--- src/rtl/oam_arbiter_pkg.sv ---
// ============================================================================
// Module      : oam_arb_pkg
// Description : Shared types, constants and the halfword merge helper for the
//               OAM access arbiter.
// Revision    : 1.0 - initial release
// ============================================================================
`default_nettype none

package oam_arb_pkg;

    // OAM word address width (256 x 32-bit words)
    localparam int OAM_ADDR_W = 8;

    // Byte-enable patterns the OAM honours; anything else is dropped
    localparam logic [3:0] BE_FULL = 4'hF;
    localparam logic [3:0] BE_LO   = 4'h3;
    localparam logic [3:0] BE_HI   = 4'hC;

    // Arbiter states: IDLE arbitrates, RMW_WR completes a halfword write
    typedef enum logic [0:0] {
        IDLE   = 1'b0,
        RMW_WR = 1'b1
    } arb_state_e;

    // Replace the enabled half of the stored word with the new data.
    // Non-halfword enables leave the old word untouched.
    function automatic logic [31:0] merge_half(
        input logic [31:0] old_w,
        input logic [31:0] new_w,
        input logic [3:0]  be
    );
        logic [31:0] res;
        res = old_w;
        if (be == BE_LO) begin
            res = {old_w[31:16], new_w[15:0]};
        end else if (be == BE_HI) begin
            res = {new_w[31:16], old_w[15:0]};
        end
        return res;
    endfunction

endpackage

`default_nettype wire

--- src/rtl/oam_arbiter_if.sv ---
// ============================================================================
// Module      : oam_arbiter_if
// Description : CPU, PPU and RAM-port signal bundle of the OAM arbiter.
//               'slave' is the arbiter's view, 'master' the surrounding
//               system (CPU bus, sprite engine and the OAM RAM).
// Revision    : 1.0 - initial release
// ============================================================================
`default_nettype none

interface oam_arbiter_if
    import oam_arb_pkg::*;
#(
    parameter int ADDR_W = OAM_ADDR_W
);
    // CPU bus
    logic              cpu_req;
    logic              cpu_we;
    logic [ADDR_W-1:0] cpu_addr;
    logic [3:0]        cpu_be;
    logic [31:0]       cpu_wdata;
    logic              cpu_gnt;
    logic              cpu_rvalid;
    logic [31:0]       cpu_rdata;

    // PPU sprite fetch
    logic              ppu_req;
    logic [ADDR_W-1:0] ppu_addr;
    logic              ppu_gnt;
    logic              ppu_rvalid;
    logic [31:0]       ppu_rdata;
    logic              ppu_active;

    // Single OAM RAM port (asynchronous read)
    logic [ADDR_W-1:0] ram_addr;
    logic              ram_we;
    logic [31:0]       ram_wdata;
    logic [31:0]       ram_rdata;

    modport slave (
        input  cpu_req, cpu_we, cpu_addr, cpu_be, cpu_wdata,
        output cpu_gnt, cpu_rvalid, cpu_rdata,
        input  ppu_req, ppu_addr, ppu_active,
        output ppu_gnt, ppu_rvalid, ppu_rdata,
        output ram_addr, ram_we, ram_wdata,
        input  ram_rdata
    );

    modport master (
        output cpu_req, cpu_we, cpu_addr, cpu_be, cpu_wdata,
        input  cpu_gnt, cpu_rvalid, cpu_rdata,
        output ppu_req, ppu_addr, ppu_active,
        input  ppu_gnt, ppu_rvalid, ppu_rdata,
        input  ram_addr, ram_we, ram_wdata,
        output ram_rdata
    );

endinterface

`default_nettype wire

--- src/rtl/oam_arbiter_starve_ctr.sv ---
// ============================================================================
// Module      : oam_starve_ctr
// Description : Saturating 8-bit CPU wait counter. Counts up on inc_i, clears
//               on clr_i (clear wins), flags when STARVE_MAX is reached.
// Revision    : 1.0 - initial release
// ============================================================================
`default_nettype none

module oam_starve_ctr #(
    parameter int unsigned STARVE_MAX = 4
) (
    input  wire logic clk_i,
    input  wire logic rst_ni,
    input  wire logic inc_i,
    input  wire logic clr_i,
    output logic      limit_o
);

    localparam logic [7:0] LIMIT = 8'(STARVE_MAX);

    logic [7:0] cnt_q;
    logic [7:0] cnt_d;

    // Next count: clear on grant, otherwise count waits up to the limit
    always_comb begin
        cnt_d = cnt_q;
        if (clr_i) begin
            cnt_d = 8'd0;
        end else if (inc_i && (cnt_q < LIMIT)) begin
            cnt_d = cnt_q + 8'd1;
        end
    end

    // Counter register
    always_ff @(posedge clk_i or negedge rst_ni) begin
        if (!rst_ni) begin
            cnt_q <= 8'd0;
        end else begin
            cnt_q <= cnt_d;
        end
    end

    assign limit_o = (cnt_q == LIMIT);

endmodule

`default_nettype wire

--- src/rtl/oam_arbiter.sv ---
// ============================================================================
// Module      : oam_arbiter
// Description : Shares one OAM RAM port between the CPU bus and the PPU sprite
//               fetch engine. PPU wins during active display, CPU wins in
//               blanking, and a starvation guard forces a CPU win after
//               STARVE_MAX waiting cycles. Halfword CPU writes are done as
//               read-modify-write; other partial writes are dropped.
//               Optional feature macro: OAM_ARB_STATS_EN adds the stats_clr
//               input and the cpu_stall_cnt[15:0] output.
// Revision    : 1.0 - initial release
// ============================================================================
`default_nettype none

module oam_arbiter
    import oam_arb_pkg::*;
#(
    parameter int          ADDR_W     = OAM_ADDR_W,
    parameter int unsigned STARVE_MAX = 4
) (
    input  wire logic         clka,
    input  wire logic         rsta_n,
`ifdef OAM_ARB_STATS_EN
    input  wire logic         stats_clr,
    output logic [15:0]       cpu_stall_cnt,
`endif
    oam_arbiter_if.slave      bus
);

    arb_state_e        state_q;
    logic [ADDR_W-1:0] rmw_addr_q;
    logic [31:0]       rmw_data_q;
    logic              cpu_rvalid_q;
    logic [31:0]       cpu_rdata_q;
    logic              ppu_rvalid_q;
    logic [31:0]       ppu_rdata_q;

    logic              starve_lim;
    logic              cpu_gnt_w;
    logic              ppu_gnt_w;
    logic              cpu_stall;
    logic              cpu_full_wr;
    logic              cpu_half_wr;
    logic              cpu_rd;
    logic [ADDR_W-1:0] ram_addr_w;
    logic              ram_we_w;
    logic [31:0]       ram_wdata_w;

    // Starvation guard for the CPU
    oam_starve_ctr #(
        .STARVE_MAX (STARVE_MAX)
    ) u_starve (
        .clk_i   (clka),
        .rst_ni  (rsta_n),
        .inc_i   (cpu_stall),
        .clr_i   (cpu_gnt_w),
        .limit_o (starve_lim)
    );

    // Single-winner arbitration; grants are suppressed while the RMW write
    // owns the port and while reset is held so outputs read as idle.
    always_comb begin
        cpu_gnt_w = 1'b0;
        ppu_gnt_w = 1'b0;
        if (rsta_n && (state_q == IDLE)) begin
            if (bus.cpu_req && (starve_lim || !bus.ppu_active || !bus.ppu_req)) begin
                cpu_gnt_w = 1'b1;
            end else if (bus.ppu_req) begin
                ppu_gnt_w = 1'b1;
            end
        end
    end

    assign cpu_stall   = bus.cpu_req && !cpu_gnt_w;
    assign cpu_rd      = cpu_gnt_w && !bus.cpu_we;
    assign cpu_full_wr = cpu_gnt_w && bus.cpu_we && (bus.cpu_be == BE_FULL);
    assign cpu_half_wr = cpu_gnt_w && bus.cpu_we &&
                         ((bus.cpu_be == BE_LO) || (bus.cpu_be == BE_HI));

    // RAM port steering: RMW write-back first, then the granted requester
    always_comb begin
        ram_addr_w  = '0;
        ram_we_w    = 1'b0;
        ram_wdata_w = 32'd0;
        if (rsta_n && (state_q == RMW_WR)) begin
            ram_addr_w  = rmw_addr_q;
            ram_we_w    = 1'b1;
            ram_wdata_w = rmw_data_q;
        end else if (cpu_gnt_w) begin
            ram_addr_w = bus.cpu_addr;
            if (cpu_full_wr) begin
                ram_we_w    = 1'b1;
                ram_wdata_w = bus.cpu_wdata;
            end
        end else if (ppu_gnt_w) begin
            ram_addr_w = bus.ppu_addr;
        end
    end

    // Arbiter FSM with registered read returns and RMW capture
    always_ff @(posedge clka or negedge rsta_n) begin
        if (!rsta_n) begin
            state_q      <= IDLE;
            rmw_addr_q   <= '0;
            rmw_data_q   <= 32'd0;
            cpu_rvalid_q <= 1'b0;
            cpu_rdata_q  <= 32'd0;
            ppu_rvalid_q <= 1'b0;
            ppu_rdata_q  <= 32'd0;
        end else begin
            cpu_rvalid_q <= cpu_rd;
            ppu_rvalid_q <= ppu_gnt_w;
            if (cpu_rd) begin
                cpu_rdata_q <= bus.ram_rdata;
            end
            if (ppu_gnt_w) begin
                ppu_rdata_q <= bus.ram_rdata;
            end
            case (state_q)
                IDLE: begin
                    if (cpu_half_wr) begin
                        rmw_addr_q <= bus.cpu_addr;
                        rmw_data_q <= merge_half(bus.ram_rdata, bus.cpu_wdata, bus.cpu_be);
                        state_q    <= RMW_WR;
                    end
                end
                RMW_WR: begin
                    state_q <= IDLE;
                end
                default: begin
                    state_q <= IDLE;
                end
            endcase
        end
    end

    assign bus.cpu_gnt    = cpu_gnt_w;
    assign bus.ppu_gnt    = ppu_gnt_w;
    assign bus.cpu_rvalid = cpu_rvalid_q;
    assign bus.cpu_rdata  = cpu_rdata_q;
    assign bus.ppu_rvalid = ppu_rvalid_q;
    assign bus.ppu_rdata  = ppu_rdata_q;
    assign bus.ram_addr   = ram_addr_w;
    assign bus.ram_we     = ram_we_w;
    assign bus.ram_wdata  = ram_wdata_w;

`ifdef OAM_ARB_STATS_EN
    logic [15:0] stall_cnt_q;

    // CPU stall statistics: saturating, synchronously clearable
    always_ff @(posedge clka or negedge rsta_n) begin
        if (!rsta_n) begin
            stall_cnt_q <= 16'd0;
        end else if (stats_clr) begin
            stall_cnt_q <= 16'd0;
        end else if (cpu_stall && (stall_cnt_q != 16'hFFFF)) begin
            stall_cnt_q <= stall_cnt_q + 16'd1;
        end
    end

    assign cpu_stall_cnt = stall_cnt_q;
`endif

endmodule

`default_nettype wire

--- src/flat_wrapper.sv ---
// flat-port wrapper written by rule: the top's interface ports become plain ports
module oam_arbiter_flat import oam_arb_pkg::*;
#(
    parameter int          ADDR_W     = OAM_ADDR_W,
    parameter int unsigned STARVE_MAX = 4
)
  (clka, rsta_n, bus_cpu_req, bus_cpu_we, bus_cpu_addr, bus_cpu_be, bus_cpu_wdata, bus_cpu_gnt, bus_cpu_rvalid, bus_cpu_rdata, bus_ppu_req, bus_ppu_addr, bus_ppu_active, bus_ppu_gnt, bus_ppu_rvalid, bus_ppu_rdata, bus_ram_addr, bus_ram_we, bus_ram_wdata, bus_ram_rdata);
  oam_arbiter_if #(.ADDR_W(ADDR_W)) bus_i ();
  input  wire logic clka;
  input  wire logic rsta_n;
  input wire logic [$bits(bus_i.cpu_req)-1:0] bus_cpu_req;
  input wire logic [$bits(bus_i.cpu_we)-1:0] bus_cpu_we;
  input wire logic [$bits(bus_i.cpu_addr)-1:0] bus_cpu_addr;
  input wire logic [$bits(bus_i.cpu_be)-1:0] bus_cpu_be;
  input wire logic [$bits(bus_i.cpu_wdata)-1:0] bus_cpu_wdata;
  output wire logic [$bits(bus_i.cpu_gnt)-1:0] bus_cpu_gnt;
  output wire logic [$bits(bus_i.cpu_rvalid)-1:0] bus_cpu_rvalid;
  output wire logic [$bits(bus_i.cpu_rdata)-1:0] bus_cpu_rdata;
  input wire logic [$bits(bus_i.ppu_req)-1:0] bus_ppu_req;
  input wire logic [$bits(bus_i.ppu_addr)-1:0] bus_ppu_addr;
  input wire logic [$bits(bus_i.ppu_active)-1:0] bus_ppu_active;
  output wire logic [$bits(bus_i.ppu_gnt)-1:0] bus_ppu_gnt;
  output wire logic [$bits(bus_i.ppu_rvalid)-1:0] bus_ppu_rvalid;
  output wire logic [$bits(bus_i.ppu_rdata)-1:0] bus_ppu_rdata;
  output wire logic [$bits(bus_i.ram_addr)-1:0] bus_ram_addr;
  output wire logic [$bits(bus_i.ram_we)-1:0] bus_ram_we;
  output wire logic [$bits(bus_i.ram_wdata)-1:0] bus_ram_wdata;
  input wire logic [$bits(bus_i.ram_rdata)-1:0] bus_ram_rdata;
  assign bus_i.cpu_req = bus_cpu_req;
  assign bus_i.cpu_we = bus_cpu_we;
  assign bus_i.cpu_addr = bus_cpu_addr;
  assign bus_i.cpu_be = bus_cpu_be;
  assign bus_i.cpu_wdata = bus_cpu_wdata;
  assign bus_cpu_gnt = bus_i.cpu_gnt;
  assign bus_cpu_rvalid = bus_i.cpu_rvalid;
  assign bus_cpu_rdata = bus_i.cpu_rdata;
  assign bus_i.ppu_req = bus_ppu_req;
  assign bus_i.ppu_addr = bus_ppu_addr;
  assign bus_i.ppu_active = bus_ppu_active;
  assign bus_ppu_gnt = bus_i.ppu_gnt;
  assign bus_ppu_rvalid = bus_i.ppu_rvalid;
  assign bus_ppu_rdata = bus_i.ppu_rdata;
  assign bus_ram_addr = bus_i.ram_addr;
  assign bus_ram_we = bus_i.ram_we;
  assign bus_ram_wdata = bus_i.ram_wdata;
  assign bus_i.ram_rdata = bus_ram_rdata;
  oam_arbiter #(.ADDR_W(ADDR_W), .STARVE_MAX(STARVE_MAX)) u_core (.clka(clka), .rsta_n(rsta_n), .bus(bus_i));
endmodule
--- config.mk ---
export PLATFORM = sky130hd
export DESIGN_NAME = oam_arbiter_flat
export DESIGN_NICKNAME = d
export VERILOG_FILES = /design/src/rtl/oam_arbiter_pkg.sv /design/src/rtl/oam_arbiter_if.sv /design/src/rtl/oam_arbiter_starve_ctr.sv /design/src/rtl/oam_arbiter.sv /design/src/flat_wrapper.sv
export SDC_FILE = /design/constraint.sdc
export NUM_CORES = 1
export LEC_CHECK = 0
export ABC_AREA = 0
export BUFFER_PORTS_ARGS = -buffer_cell sky130_fd_sc_hd__buf_2
export CAP_MARGIN = 20
export CORE_UTILIZATION = 40
export CTS_BUF_LIST = sky130_fd_sc_hd__clkbuf_4
export CTS_CLUSTER_SIZE = 24
export DETAILED_ROUTE_END_ITERATION = 8
export PLACE_DENSITY = 0.67
export RECOVER_POWER = 100
export SLEW_MARGIN = 10
export SYNTH_ARGS = -nofsm -noshare
export SYNTH_HDL_FRONTEND = slang
export SYNTH_SLANG_ARGS = --single-unit
--- constraint.sdc ---
create_clock -name clka -period 5.14 [get_ports clka]
set_input_delay 1.028 -clock clka [delete_from_list [all_inputs] [get_ports clka]]
set_output_delay 1.028 -clock clka [all_outputs]
set_load 0.01 [all_outputs]
## After elaboration in Yosys (flattened, before gate mapping)

Cells that the tools add are included.

- Flip-flop bits (word level): 115
- Latch bits: 0
- Memories: 0
- RAM bits: 0
- Bits of input ports: 90
- Output and inout bits: 109
- ROM bits: 0

- Multiply operators: 0
- Shift operators: 0
- Eq/ne operators: 4
- Add/subtract/negate cells: 1
- Order comparisons: 1
- Div/mod/pow operators: 0
- Reductions and logical operators: 18
- Bitwise operators: 1
- Mux-type cells: 20

Operator list:

| operator | number |
|---|---|
| 2-to-1 mux 32 bit | 5 |
| 2-to-1 mux 8 bit | 5 |
| logical AND 1 bit | 9 |
| 2-to-1 mux 1 bit | 9 |
| adder 8 x 1 -> 8 bit, second input constant | 1 |
| equality test 4 bit, second input constant | 2 |
| equality test 8 x 3 -> 1 bit, second input constant | 1 |
| less-than comparator 8 x 3 -> 1 bit, second input constant | 1 |
| equality test 4 x 2 -> 1 bit, second input constant | 1 |
| zero test 1 bit | 4 |
| logical OR 1 bit | 3 |
| one-hot mux 1 bit (2 select lines) | 1 |
| AND reduction 2 bit | 1 |
| nonzero test 2 bit | 1 |
| inverter 1 bit | 1 |

## Longest topological paths before layout

Gate-level depths: netlist of run 1.

- Depth in word-level cells: 11
- Depth in mapped cells: 8

## By module

From an unflattened synthesis of run 1, not the netlist that was laid out.

- Cells, all modules: 381
- Area total of the unflattened synthesis: 5,481.5 um^2

By module, submodules not included:

| module | area each (um^2) | seq. area each (um^2) | times used | cells each |
|---|---|---|---|---|
| oam_arbiter | 5,128.7 | 2,677.6 | 1 | 350 |
| oam_starve_ctr | 352.8 | 200.2 | 1 | 31 |

## Worst setup path after synthesis of run 1

No wires, ideal clock.

- Path kind: input port to output port
- Start: in bus_cpu_req
- End: out bus_ram_addr[0]
- Required time: 4.112 ns
- Stages: 5
- Setup slack: 1.984 ns
- Arrival: 2.128 ns
- Cells stage by stage: nor4b_1 > a221oi_1 > clkbuf_1 > and2_0 > a221o_1

- Word-level cells in the longest chain between the ends: 6
- Elaborated cells between the ends (all ways): 8
- Classes of those cells: 7 x mux; 1 x reduce/logical

RTL lines:

| what | line | source |
|---|---|---|
| start, declared | flat_wrapper.sv:11 | `input wire logic [$bits(bus_i.cpu_req)-1:0] bus_cpu_req;` |
| logical AND 1 bit (*) | oam_arbiter.sv:65 | `if (bus.cpu_req && (starve_lim \|\| !bus.ppu_active \|\| !bus.ppu_req)) begin` |
| 2-to-1 mux 1 bit | oam_arbiter.sv:65 |  |
| 2-to-1 mux 1 bit | oam_arbiter.sv:64 | `if (rsta_n && (state_q == IDLE)) begin` |
| 2-to-1 mux 8 bit | oam_arbiter.sv:94 | `end else if (ppu_gnt_w) begin` |
| 2-to-1 mux 8 bit (*) | oam_arbiter.sv:88 | `end else if (cpu_gnt_w) begin` |
| 2-to-1 mux 8 bit (*) | oam_arbiter.sv:84 | `if (rsta_n && (state_q == RMW_WR)) begin` |
| end, declared | flat_wrapper.sv:25 | `output wire logic [$bits(bus_i.ram_addr)-1:0] bus_ram_addr;` |

Mark *: on every way between the ends. The rest lies on a longest branch, timed or not.

## Final worst setup path of run 1

- Start: in rsta_n
- End: out bus_ppu_gnt

- Word-level cells in the longest chain between the ends: 2

RTL lines:

| what | line | source |
|---|---|---|
| start, declared | flat_wrapper.sv:10 | `input wire logic rsta_n;` |
| logical AND 1 bit | oam_arbiter.sv:64 |  |
| 2-to-1 mux 1 bit | oam_arbiter.sv:64 |  |
| end, declared | flat_wrapper.sv:22 | `output wire logic [$bits(bus_i.ppu_gnt)-1:0] bus_ppu_gnt;` |

Every way passes these cells.

==> metrics.yaml, run 1 <==
outcome:
  status: "complete, but fails checks"
  violations: "max-capacitance violations, max-slew violations"
placement:
  place_ws_ns: 0.9677
  place_area_mm2: 0.006586
  dp_cells: 723
  port_buffers: 198
  place.gp.congestion: 0.7850
  hpwl_um: 9052
setup_path:
  required_ns: 4.11
  crit_top_cell: "buf_4"
  crit_slowest_cell: "a221oi_4"
  cp.arrival_ns: 3.02
  cp-start-kind: "primary input"
  cp-end-kind: "output pin"
  critPathKind: "in2out"
  worstPathMaxFanout: 25
  critical_path.cell_chain: "buf_4 -> nand3b_1 -> a221oi_4 -> buf_4 -> clkbuf_1"
  crit_path_max_incr_delay_ns: 0.86
die:
  rows: 42
  core_area_mm2: 0.01324
  die_w_um: 118.5
  die_y_um: 118.5
  ios: 199
  dieArea_mm2: 0.01404
  start_util_pct: 40.98
final_layout:
  fin_nets: 659
  instances_no_fill: 757
  utilization_pct: 49.75
  areaGrowthSynthToFinish_pct: 21.42
  final_cell_area_mm2: 0.006589
  layout-drive-gt1-share_pct: 40.52
global_route:
  grt_max_degree: 58
  grt_pass1_wl_um: 21600
  grt_overflow_total: 0
  first_global_vias: 4152
  antenna_found_initial: 1
  grt_use_total_pct: 19.93
synth:
  synthCells: 365
  synth_seq_cells: 115
  ys_warn_count: 0
  yosysSeqAreaShare_pct: 53.03
  yosys-top-cells-area: "dfrtp_1, mux2_2, mux2_4, a22o_1, a221o_1"
  synth_xor_area_share_pct: 0.1614
  yosysTopAreaCell: "dfrtp_1"
  syn-num-nets: 457
  synthFlopType: "dfrtp_1"
  syn_area_mm2: 0.005426
  synth.avg_cell_area_um2: 14.87
  synth_edf_count: 0
  synth_most_common_cell: "dfrtp_1"
  synth_fa_ha_area_share_pct: 0.4611
  yosys.area_share.simple_pct: 4.266
  synthMuxAreaShare_pct: 31.10
  synth_compound_area_share_pct: 7.886
  synth_top_area_share_pct: 53.03
  synth_cell_types: 34
  synth_async_sr_flop_share_pct: 100.0
  synth_top_family_by_area: "multiplexers"
  netlist_top_cells_count: "dfrtp_1, mux2_2, mux2_4, a22o_1"
timing:
  rsz0062_at_grt: "false"
  fin_ws_ns: 1.088
  holdWs_ns: 0.4095
  final_max_slew_viol_count: 131
  skew_ns: 0.01170
  tightest_slew_ns: 3.079
  min_period_ns: 4.053
  fin_crit_sh_pct: 78.84
  fmaxAchievable_mhz: 246.8
  tns_ns: 0
  hold_viol_final: 0
  finalSetupViolCount: 0
  slew_headroom_pct: -105.3
clock_network:
  cts_max_path_buffers: 2
  cts.htree.levels: 4
  clk_pin_slew_ns: 0.10
  cts-root-buf: "clkbuf_4"
  cts_tree: "done"
  postCtsHoldBufs: 0
  tritoncts.num_buffers: 17
  clk_latency_ns: 0.50
  cts.sinks: 115
  cts_setup_buffers: 0
  ctsResizeCount: 0
power_and_ir_drop:
  power_density_mw_per_mm2: 371.6
  power_leakage_nw: 3.017
  power.total_mw: 2.448
  vdd_drop_max_uv: 197.6
drt:
  firstDrtPassIters: 4
  vias: 3805
  viasPerCell: 5.026
  drtIter0Drc: 124
  wl_per_cell_um: 17.07
  drc: 0
  drtAntennaViolNets: 0
  routed_wl_um: 12920
run:
  cap_violations: 4
hold_path:
  hp-class: "in2async"
worst max-delay path: cells and delay by family:
kind            cells  cell delay [ns]
buf+inv             3             0.93
compound gates      1             0.86
simple gates        1             0.18
cells in the final DEF (no fill, tap or decap), types with 2 or more instances in the layout:
cell / instances
buf_2: 89
clkbuf_4: 19
nor2_1: 4
or2_2: 2
and2_1: 2
mux2_4: 8
ha_1: 2
clkinv_1: 5
clkinvlp_4: 3
nor2b_1: 6
mux2_2: 98
buf_4: 6
a22o_1: 32
inv_1: 6
nand2_1: 4
a221o_1: 8
clkinv_2: 2
mux2_1: 30
bufinv_16: 3
and2_0: 7
nor3_4: 2
dfrtp_1: 115
clkbuf_1: 112
state kept, by name (all words and copies together), names as in the netlist:
register               flops
u_core.bus.cpu_rdata      32
u_core.u_starve.cnt_q      8
u_core.bus.cpu_rvalid      1
u_core.rmw_data_q         32
u_core.bus.ppu_rdata      32
u_core.state_q             1
u_core.bus.ppu_rvalid      1
u_core.rmw_addr_q          8
area by class of cell:
cell class              instances  area, um^2
diodes                          1       2.502
inverters                       6       22.52
well taps                     176       220.2
fillers                      1319        6654
flip-flops and latches        115        2878
clock inverters                13       141.4
repair buffers                207       910.9
clock buffers                  19       142.6
multi-input cells             220        2271
power by group:
part | internal [mW] | leakage (nW) | switching (mW)
Sequential | 1.11 | 1.42 | 0.120
Combinational | 0.277 | 1.45 | 0.271
Clock | 0.338 | 0.146 | 0.327
per-layer routing:
layer  track usage [%]  wire (um)  vias to the layer above
li1                  -          -                     1760
met5                 0          0                        -
met3             6.757        995                       14
met2             32.21       6014                      144
met1             24.69       5763                     1887
met4             7.437        150                        0
path summary, 6_finish.rpt:
check / to / cells after the start / startpoint / slack [ns]
worst max-delay path: bus_ppu_gnt / 5 / rsta_n / 1.09
worst min-delay path: u_core.rmw_data_q[27] / 1 / rsta_n / 0.41
worst max register to register: u_core.rmw_data_q[9] / 5 / u_core.u_starve.cnt_q[3] / 1.82
worst min register to register: u_core.rmw_data_q[25] / 1 / u_core.rmw_data_q[25] / 0.50
max in group asynchronous: u_core.bus.cpu_rdata[15] / 2 / rsta_n / 1.51
min in group clka: u_core.rmw_data_q[25] / 1 / u_core.rmw_data_q[25] / 0.50
cell families (layout without fill, tap and decap cells):
family / after synthesis / count (layout)
AND/OR/NAND/NOR: 36 / 36
other: 0 / 1
XOR/XNOR: 1 / 1
multiplexers: 137 / 137
flip-flops: 115 / 115
buffers and inverters: 30 / 245
AO/OA/AOI/OAI: 44 / 44
adder cells (fa/ha/maj): 2 / 2
(Power assumes the default switching activity.)
==> inputs of run 2 (changes only) <==
--- a/config.mk
+++ b/config.mk
@@ -5,14 +5,14 @@
 export SDC_FILE = /design/constraint.sdc
 export NUM_CORES = 1
 export LEC_CHECK = 0
-export ABC_AREA = 0
+export ABC_AREA = 1
 export BUFFER_PORTS_ARGS = -buffer_cell sky130_fd_sc_hd__buf_2
 export CAP_MARGIN = 20
 export CORE_UTILIZATION = 40
 export CTS_BUF_LIST = sky130_fd_sc_hd__clkbuf_4
 export CTS_CLUSTER_SIZE = 24
 export DETAILED_ROUTE_END_ITERATION = 8
-export PLACE_DENSITY = 0.67
+export PLACE_DENSITY = 0.69
 export RECOVER_POWER = 100
 export SLEW_MARGIN = 10
 export SYNTH_ARGS = -nofsm -noshare
==> constraint.sdc (replaced) <==
create_clock -name clka -period 3.4 [get_ports clka]
set_input_delay 0.68 -clock clka [delete_from_list [all_inputs] [get_ports clka]]
set_output_delay 0.68 -clock clka [all_outputs]
set_load 0.01 [all_outputs]
==> metrics.yaml, run 2 <==
outcome:
  status: "finished clean"
synth:
  synthFlopType: "dfrtp_1"
  synth_top_area_share_pct: 49.23
  syn-num-nets: 862
  synthCells: 770
  synth_async_sr_flop_share_pct: 100.0
  synth_most_common_cell: "nand2_1"
  netlist_top_cells_count: "nand2_1, dfrtp_1, inv_1, nand3_1, o21ai_0"
  yosys-top-cells-area: "dfrtp_1, nand2_1, nand3_1, inv_1, o21ai_0"
  syn_area_mm2: 0.005846
  ys_warn_count: 0
  yosysSeqAreaShare_pct: 49.23
  synth_cell_types: 21
  synth.avg_cell_area_um2: 7.592
  yosysTopAreaCell: "dfrtp_1"
  synth_edf_count: 0
  synth_seq_cells: 115
setup_path:
  crit_slowest_cell: "dfrtp_1"
  worstReg2RegEnd: "u_core.bus.cpu_rdata[23]"
  critical_path.cell_chain: "inv_1 -> ha_1 -> nand3_1 -> o21ai_2 -> nand3_4 -> nor2_8 -> buf_6 -> nand3_1 -> nand2_1 -> clkbuf_1"
  rr_worst_depth: 10
  cp.arrival_ns: 2.40
  cp-end-kind: "output pin"
  r2r_start: "u_core.u_starve.cnt_q[0]"
  cp-start-kind: "register"
  r2r_slack_ns: 0.51
  critPathKind: "reg2out"
  crit_top_cell: "nand3_1"
  crit_path_max_incr_delay_ns: 0.42
  worstPathMaxFanout: 27
  required_ns: 2.72
timing:
  rsz0062_at_grt: "false"
  skew_ns: 0.01975
  fmaxAchievable_mhz: 324.6
  min_period_ns: 3.081
  slew_headroom_pct: 3.015
  final_max_slew_viol_count: 0
  finalSetupViolCount: 0
  hold_viol_final: 0
  fin_crit_sh_pct: 90.61
  tightest_slew_ns: 1.455
  tns_ns: 0
global_route:
  grt_pass1_wl_um: 27560
  grt_overflow_total: 0
  antenna_found_initial: 1
  grt_use_total_pct: 24.33
  grt_max_degree: 64
  first_global_vias: 5420
clock_network:
  cts_tree: "done"
  tritoncts.num_buffers: 17
  cts_max_path_buffers: 2
  cts.sinks: 115
  clk_latency_ns: 0.53
  clk_pin_slew_ns: 0.11
  postCtsHoldBufs: 0
  cts-root-buf: "clkbuf_4"
  cts.htree.levels: 4
die:
  rows: 43
  die_y_um: 122.9
  dieArea_mm2: 0.01510
  ios: 199
  die_w_um: 122.9
  core_area_mm2: 0.01404
  start_util_pct: 41.63
power_and_ir_drop:
  combPwrFrac_pct: 24.1
  power_density_mw_per_mm2: 517.6
  p_int_mw: 2.437
  power.switching_mw: 1.245
  power_leakage_nw: 3.791
  vdd_drop_max_uv: 197.1
  p_sw_share_pct: 33.82
  pwr-share-clk_pct: 25.8
  p_seq_share_pct: 50.1
final_layout:
  n_antenna_cell: 0
  layout-drive-gt1-share_pct: 15.01
  fin_nets: 1053
  final_cell_area_mm2: 0.007113
  layout_commonest_cell: "nand2_1"
  nFillCells: 1487
  areaGrowthSynthToFinish_pct: 21.68
  final_cell_mix: "nand2_1, dfrtp_1, clkbuf_1, buf_2, inv_1"
placement:
  place_area_mm2: 0.006989
  hpwl_um: 11970
  place.gp.congestion: 0.7932
  port_buffers: 198
drt:
  drc: 0
  drtIter0Drc: 441
  viasPerCell: 4.939
  routed_wl_um: 17580
  vias: 5695
  wl_per_cell_um: 15.25
  firstDrtPassIters: 6
  drtAntennaViolNets: 0
run:
  cap_violations: 0
hold_path:
  worst_hold_path.num_cells: 3
  min_to: "u_core.bus.cpu_rdata[0]"
  min_from: "bus_ram_rdata[0]"
  hp-class: "in2reg"
[run 2: cell types whose count changed in the layout (fill, tap and decap cells not counted), sizes merged, moves of 6 or more]
| cell | change |
|---|---|
| o21bai | +40 |
| o21ai | +66 |
| a21oi | +31 |
| a221o | -8 |
| inv | +83 |
| and2 | -10 |
| nand2 | +244 |
| a22o | -32 |
| buf | +14 |
| clkinv | +6 |
| nand3 | +85 |
| mux2 | -136 |
| nor2 | +37 |
| nor2b | -6 |
[run 2: power groups by stage]
stage / clock (mW) / sequential, mW / combinational, mW
after floorplan: 0 / 1.92 / 0.468
after global placement: 0 / 1.86 / 0.910
after detailed placement: 0 / 1.87 / 0.937
after CTS: 0.972 / 1.84 / 0.941
after global routing: 1.03 / 1.89 / 1.02
final: 0.950 / 1.85 / 0.886
[run 2: cells by family after synthesis]
kind of cell	synth area share, %
simple gates	26.73
flops	49.23
xor+xnor	0.1499
buf+inv	9.953
fa+ha+maj	0.4280
compound gates	13.51
[run 2: stage by stage]
stage | total power, mW | setup WS, ns | utilization (%) | hold WS (ns) | instances
after CTS | 3.754 | 0.05372 | 51.55 | 0.2880 | 1150
after global routing | 3.944 | 0.05629 | 50.65 | 0.3213 | 1153
after detailed placement | 2.803 | 0.5675 | 49.77 | 0.4528 | 1119
final | 3.682 | 0.3193 | 50.65 | 0.3540 | 1153
after global placement | 2.767 | 0.5985 | 49.77 | 0.4519 | 1119
after floorplan | 2.391 | 1.147 | - | 0.3844 | 770
[run 2: routing by layer]
| metal | GRT usage, % | wire, um | vias up |
|---|---|---|---|
| li1 | - | - | 2807 |
| met1 | 31.73 | 8031 | 2624 |
| met2 | 39.75 | 7952 | 239 |
| met3 | 5.074 | 1281 | 23 |
| met4 | 9.070 | 300 | 2 |
| met5 | 0 | 13 | - |
[run 2: worst max-delay path by stage]
stage	depth (start not counted)	endpoint	slack [ns]	start
after floorplan	7	bus_ram_wdata[22]	1.15	rsta_n
after global placement	9	bus_ram_wdata[0]	0.60	rsta_n
after detailed placement	9	bus_ram_wdata[0]	0.57	rsta_n
after CTS	10	bus_ram_wdata[0]	0.05	u_core.u_starve.cnt_q[0]
after global routing	10	bus_ram_addr[4]	0.06	u_core.u_starve.cnt_q[0]
final	10	bus_ram_wdata[0]	0.32	u_core.u_starve.cnt_q[0]
[run 2: critical path: cells and delay by family (launching register included)]
family	cells	cell delay, ns
AND/OR/NAND/NOR	5	0.61
buffers and inverters	3	0.46
flip-flops	1	0.42
AO/OA/AOI/OAI	1	0.22
adder cells (fa/ha/maj)	1	0.15
[run 2: timing repair]
action	4_1_cts	5_1_grt
setup buffers	0	3
gates resized for setup	0	2
setup endpoints to repair	0	32
[run 2: final cells by class]
cell class	instances	area (um^2)	share of cell area [%]
Clock inverter	14	121.4	1.706
Multi-Input combinational cell	516	2391	33.61
Clock buffer	17	127.6	1.794
Tap cell	180	225.2	3.166
Inverter	91	341.6	4.802
Sequential cell	115	2878	40.46
Timing Repair Buffer	220	1028	14.46
